`config.mk`:
```
export PLATFORM = sky130hd
export DESIGN_NAME = hazard_ctrl
export DESIGN_NICKNAME = d
export VERILOG_FILES = /design/src/rtl/hazard_ctrl.sv
export SDC_FILE = /design/constraint.sdc
export NUM_CORES = 1
export LEC_CHECK = 0
export BUFFER_PORTS_ARGS = -buffer_cell sky130_fd_sc_hd__buf_2
export CAP_MARGIN = 20
export CORE_MARGIN = 5
export CORE_UTILIZATION = 43
export CTS_CLUSTER_DIAMETER = 60
export DETAILED_ROUTE_END_ITERATION = 12
export GPL_TIMING_DRIVEN = 0
export PLACE_DENSITY_LB_ADDON = 0.2
export SLEW_MARGIN = 20
export SYNTH_ARGS = -nofsm -noshare
export SYNTH_HDL_FRONTEND = slang
export SYNTH_SLANG_ARGS = --single-unit
```
`constraint.sdc`:
```
create_clock -name clk -period 4.4 [get_ports clk]
set_input_delay 1.32 -clock clk [delete_from_list [all_inputs] [get_ports clk]]
set_output_delay 1.32 -clock clk [all_outputs]
set_load 0.005 [all_outputs]
```
`src/rtl/hazard_ctrl.sv`:
```
// Pipeline hazard controller: merges per-stage stall/flush requests into stage
// controls and a PC redirect, with a timed stall hold, perf counters and a watchdog.
module hazard_ctrl #(
  parameter int NUM_STAGES = 5,
  parameter int PC_WIDTH   = 32,
  parameter int HOLD_WIDTH = 4,
  parameter int CNT_WIDTH  = 32,
  parameter int TIMEOUT    = 1024
) (
  input  logic                           clk,
  input  logic                           rst,
  input  logic [NUM_STAGES-1:0]          stall_req,
  input  logic [NUM_STAGES-1:0]          flush_req,
  input  logic [NUM_STAGES*PC_WIDTH-1:0] flush_pc,
  input  logic                           hold_req,
  input  logic [$clog2(NUM_STAGES)-1:0]  hold_stage,
  input  logic [HOLD_WIDTH-1:0]          hold_cycles,
  input  logic                           cnt_clear,
  output logic [NUM_STAGES-1:0]          stall,
  output logic [NUM_STAGES-1:0]          flush,
  output logic [NUM_STAGES-1:0]          bubble,
  output logic                           pc_stall,
  output logic                           pc_redirect,
  output logic [PC_WIDTH-1:0]            pc_redirect_target,
  output logic                           hold_busy,
  output logic [CNT_WIDTH-1:0]           stall_cycles,
  output logic [CNT_WIDTH-1:0]           flush_count,
  output logic                           timeout
);

  localparam int SW = $clog2(NUM_STAGES);

  logic [SW-1:0]         hold_stage_q;
  logic [HOLD_WIDTH-1:0] hold_count;
  logic [31:0]           run_q;
  logic [NUM_STAGES-1:0] eff;
  logic [NUM_STAGES-1:0] stall_mask;
  logic [NUM_STAGES-1:0] flush_mask;
  logic [SW-1:0]         f_idx;
  logic                  f_any;
  logic                  acc;
  logic                  flush_applied;
  logic                  stall_any;

  assign hold_busy = (hold_count != '0);

  // stall_mask[j] is set when any stage at or above j requests a stall,
  // so a flush at f is blocked exactly when stall_mask[f] is set.
  always_comb begin
    eff = stall_req;
    for (int i = 0; i < NUM_STAGES; i++) begin
      if (hold_busy && int'(hold_stage_q) == i) eff[i] = 1'b1;
    end
    acc        = 1'b0;
    stall_mask = '0;
    for (int j = NUM_STAGES - 1; j >= 0; j--) begin
      acc           = acc | eff[j];
      stall_mask[j] = acc;
    end
    f_idx = '0;
    f_any = 1'b0;
    for (int i = 0; i < NUM_STAGES; i++) begin
      if (flush_req[i]) begin
        f_idx = SW'(i);
        f_any = 1'b1;
      end
    end
    flush_mask = '0;
    for (int j = 0; j < NUM_STAGES; j++) begin
      flush_mask[j] = (j < int'(f_idx));
    end
    flush_applied = f_any && !stall_mask[f_idx];
  end

  always_comb begin
    stall              = '0;
    flush              = '0;
    bubble             = '0;
    pc_redirect        = 1'b0;
    pc_redirect_target = '0;
    if (!rst) begin
      if (flush_applied) begin
        flush              = flush_mask;
        pc_redirect        = 1'b1;
        pc_redirect_target = flush_pc[int'(f_idx)*PC_WIDTH +: PC_WIDTH];
      end else begin
        stall = stall_mask;
      end
    end
    for (int j = 1; j < NUM_STAGES; j++) begin
      bubble[j] = stall[j-1] & ~stall[j];
    end
    pc_stall  = stall[0];
    stall_any = |stall;
  end

  always_ff @(posedge clk) begin
    if (rst) begin
      hold_count   <= '0;
      hold_stage_q <= '0;
      stall_cycles <= '0;
      flush_count  <= '0;
      run_q        <= '0;
      timeout      <= 1'b0;
    end else begin
      // A squash at f kills the held instruction, which is younger than f.
      if (flush_applied) begin
        hold_count <= '0;
      end else if (hold_req && !hold_busy && hold_cycles != '0 &&
                   int'(hold_stage) < NUM_STAGES) begin
        hold_count   <= hold_cycles;
        hold_stage_q <= hold_stage;
      end else if (hold_busy) begin
        hold_count <= hold_count - HOLD_WIDTH'(1);
      end

      if (cnt_clear) begin
        stall_cycles <= '0;
        flush_count  <= '0;
        run_q        <= '0;
        timeout      <= 1'b0;
      end else begin
        if (stall_any && stall_cycles != '1) stall_cycles <= stall_cycles + CNT_WIDTH'(1);
        if (flush_applied && flush_count != '1) flush_count <= flush_count + CNT_WIDTH'(1);
        if (stall_any) begin
          if (run_q < 32'(TIMEOUT)) run_q <= run_q + 32'd1;
          if (TIMEOUT != 0 && run_q >= 32'(TIMEOUT - 1)) timeout <= 1'b1;
        end else begin
          run_q <= '0;
        end
      end
    end
  end

endmodule

```
==> impl_metrics.tcl <==
set metrics [dict create \
    synthDistinctLibCells 61 \
    drive_gt1_frac 0.360 \
    rows 44 \
    ys_async_sr_fraction 0 \
    dieArea_um2 17300 \
    pre_cts_ws_ps -964 \
    postRouteAntennaNets 0 \
    die_w_um 131 \
    place_hpwl_um 20600 \
    grt_max_degree 17 \
    outcome "complete, but fails checks" \
    crit_buf_inv 3 \
    yosys.area_share.simple 0.347 \
    hold-worst-slack_ps 460 \
    core-area_um2 14500 \
    rsz0062_at_grt "yes" \
    slowest_stage "or4_4" \
    grt_pass1_vias 7153 \
    synth_edf_count 0 \
    path_class "primary input to primary output" \
    cts_max_level 3 \
    ys_ff_latch 104 \
    drtIter0Drc 521 \
    fin_crit_sh 1.06 \
    finalHoldViolCount 0 \
    finalWeightedCongestion 1.00 \
    cts_made_buffers 9 \
    path_cells "buf_6 -> or4_4 -> a31oi_4 -> o211ai_4 -> a31oi_4 -> or2b_4 -> clkbuf_16 -> nor2_4 -> buf_2" \
    synth_area_per_cell_um2 7.63 \
    synth_top_area_frac 0.328 \
    p_leak_nw 3.86 \
    design_area_um2 8960 \
    ff2ff_path_depth 13 \
    synth_mux_area_frac 0.0142 \
    grt_usage 0.285 \
    io_pins 296 \
    vias_per_cell 5.62 \
    port_buffers 293 \
    crit_required_ps 3080 \
    ys_warn_count 0 \
    cp-start-kind "primary input" \
    placed_area_um2 8060 \
    synthXorXnorAreaFrac 0.0814 \
    antenna_found_initial 1 \
    cts-hold-fix-buffers 0 \
    critPathMaxFanout 8 \
    arrival_ps 3330 \
    synth-compound-area-share 0.172 \
    syn_inst 832 \
    layout_setup_ws_ps -248 \
    tns_ps -7650 \
    min_path_type "flop to flop" \
    critical_path_depth 9 \
    clkLatencyLatePin_ps 350 \
    slowest_delay_ps 550 \
    maxCapViolCount 0 \
    overflow 0 \
    synth_top_family_by_area "simple AND/OR/NAND/NOR gates" \
    clock.fmax_mhz 215 \
    relSlewSlack 0.301 \
    area_growth_pct 41.2 \
    worst_slew_pin_slew_ps 1040 \
    synthAdderAreaFrac 0.00986 \
    syn_area_um2 6350 \
    first_pass_iters 7 \
    min_path_cells 1 \
    violations "negative setup slack" \
    skew_ps 8.20 \
    cts_buffer_depth 2 \
    die_h_um 131 \
    worst_setup_path_end_kind "primary output" \
    peakVddDrop_v 0.000253 \
    clock_sinks 104 \
    crit_family "simple AND/OR/NAND/NOR gates" \
    power.density_nw_per_um2 273 \
    crit_top_cell "a31oi_4" \
    wl_per_cell_um 19.5 \
    slew_violations 0 \
    cts_tree "done" \
    synthFlopType "dfxtp_1" \
    cts_root_buffer "clkbuf_16" \
    via_count 7577 \
    synthTopCellsByArea "dfxtp_1, nor2_1, nand2_1" \
    grt_pass1_wl_um 40200 \
    clk_pin_slew_ps 60 \
    yosysTopAreaCell "dfxtp_1" \
    initial_core_util 0.438 \
    route.detailed.drc 0 \
    nets 1345 \
    synth-seq-area-share 0.328 \
    period_needed_ps 4650 \
    wl_um 26400 \
    setup_violations 46 \
]
## power by group
part           switching [mW]  internal, mW
Sequential             0.0263         0.963
Clock                   0.351         0.419
Combinational           0.398         0.290
Total                   0.774          1.67
## through the flow
step / cells / power, mW / utilization
final: 1349 / 2.45 / 0.619
after global routing: 1349 / 2.56 / 0.619
after CTS: 1340 / 2.42 / 0.606
after detailed placement: 1310 / 1.59 / 0.557
after global placement: 1310 / 1.59 / 0.557
after floorplan: 833 / 1.36 / -
## flip-flops by register name, summed over array words and instances (netlist names)
register	cells
flush_count	32
run_q	32
stall_cycles	32
hold_count	4
hold_stage_q	3
timeout	1
## path summary, 6_finish.rpt
| check | start | endpoint | slack (ps) |
|---|---|---|---|
| max reg2reg | hold_count[0] | flush_count[25] | 1260 |
| min reg2reg | run_q[17] | run_q[17] | 460 |
| max | stall_req[1] | pc_redirect_target[9] | -250 |
| min | run_q[17] | run_q[17] | 460 |
## layer usage
metal,global-route usage,vias to the layer above,wire (µm)
met2,0.484,332,12700
met1,0.374,3589,11200
met3,0.0600,36,1920
li1,-,3620,-
met5,0,-,0
met4,0.0600,0,510
## placed cells by master, fill, tap and decap left out, types with 25 or more instances in the layout
cell type,instances
nand2_1,93
xnor2_1,31
clkbuf_1,28
nor2_1,101
dfxtp_1,104
xor2_1,28
buf_2,286
a21oi_1,51
a311oi_1,25
nor2b_1,25
a211oi_1,25
nand3_1,43
## cell usage after synthesis (all sizes together) (2+ instances only)
master,instances
a211oi,33
a21oi,57
a22oi,2
a311oi,25
a31oi,4
a41o,2
and2,25
and3,16
and4,5
buf,12
clkbuf,41
dfxtp,104
ha,5
inv,16
mux2i,9
nand2,95
nand2b,2
nand3,43
nand4,21
nor2,121
nor2b,26
nor3,19
nor3b,3
nor4,23
o211ai,6
o21ai,15
o22ai,7
o31ai,2
or2,2
or2b,2
or3,9
or4,10
xnor2,31
xor2,28
## repair_timing
| item | in CTS | in global routing |
|---|---|---|
| resized for setup | 71 | 38 |
| gates cloned | 4 | 0 |
| buffers inserted | 12 | 9 |
| pin swaps | 26 | 9 |
| setup endpoints to repair | 47 | 47 |
## logic make-up (layout without fill, tap and decap cells)
family                   after synthesis  after routing
adder cells (fa/ha/maj)                5              5
XOR/XNOR                              59             59
AND/OR/NAND/NOR                      426            427
AO/OA/AOI/OAI                        159            159
flip-flops                           104            104
buffers and inverters                 69            399
other                                  1              3
multiplexers                           9              9
## cell type report
class                      instances  area, µm²
antenna                            1       2.50
buffer                            50        302
clock buffer                      13        260
clock inverter                     3       26.3
fill                            1355       5520
inverter                          16       66.3
multi-input combinational        661       4250
sequential                       104       2080
tap                              184        230
timing repair buffer             317       1740
Power figures use the tool's default switching activity.
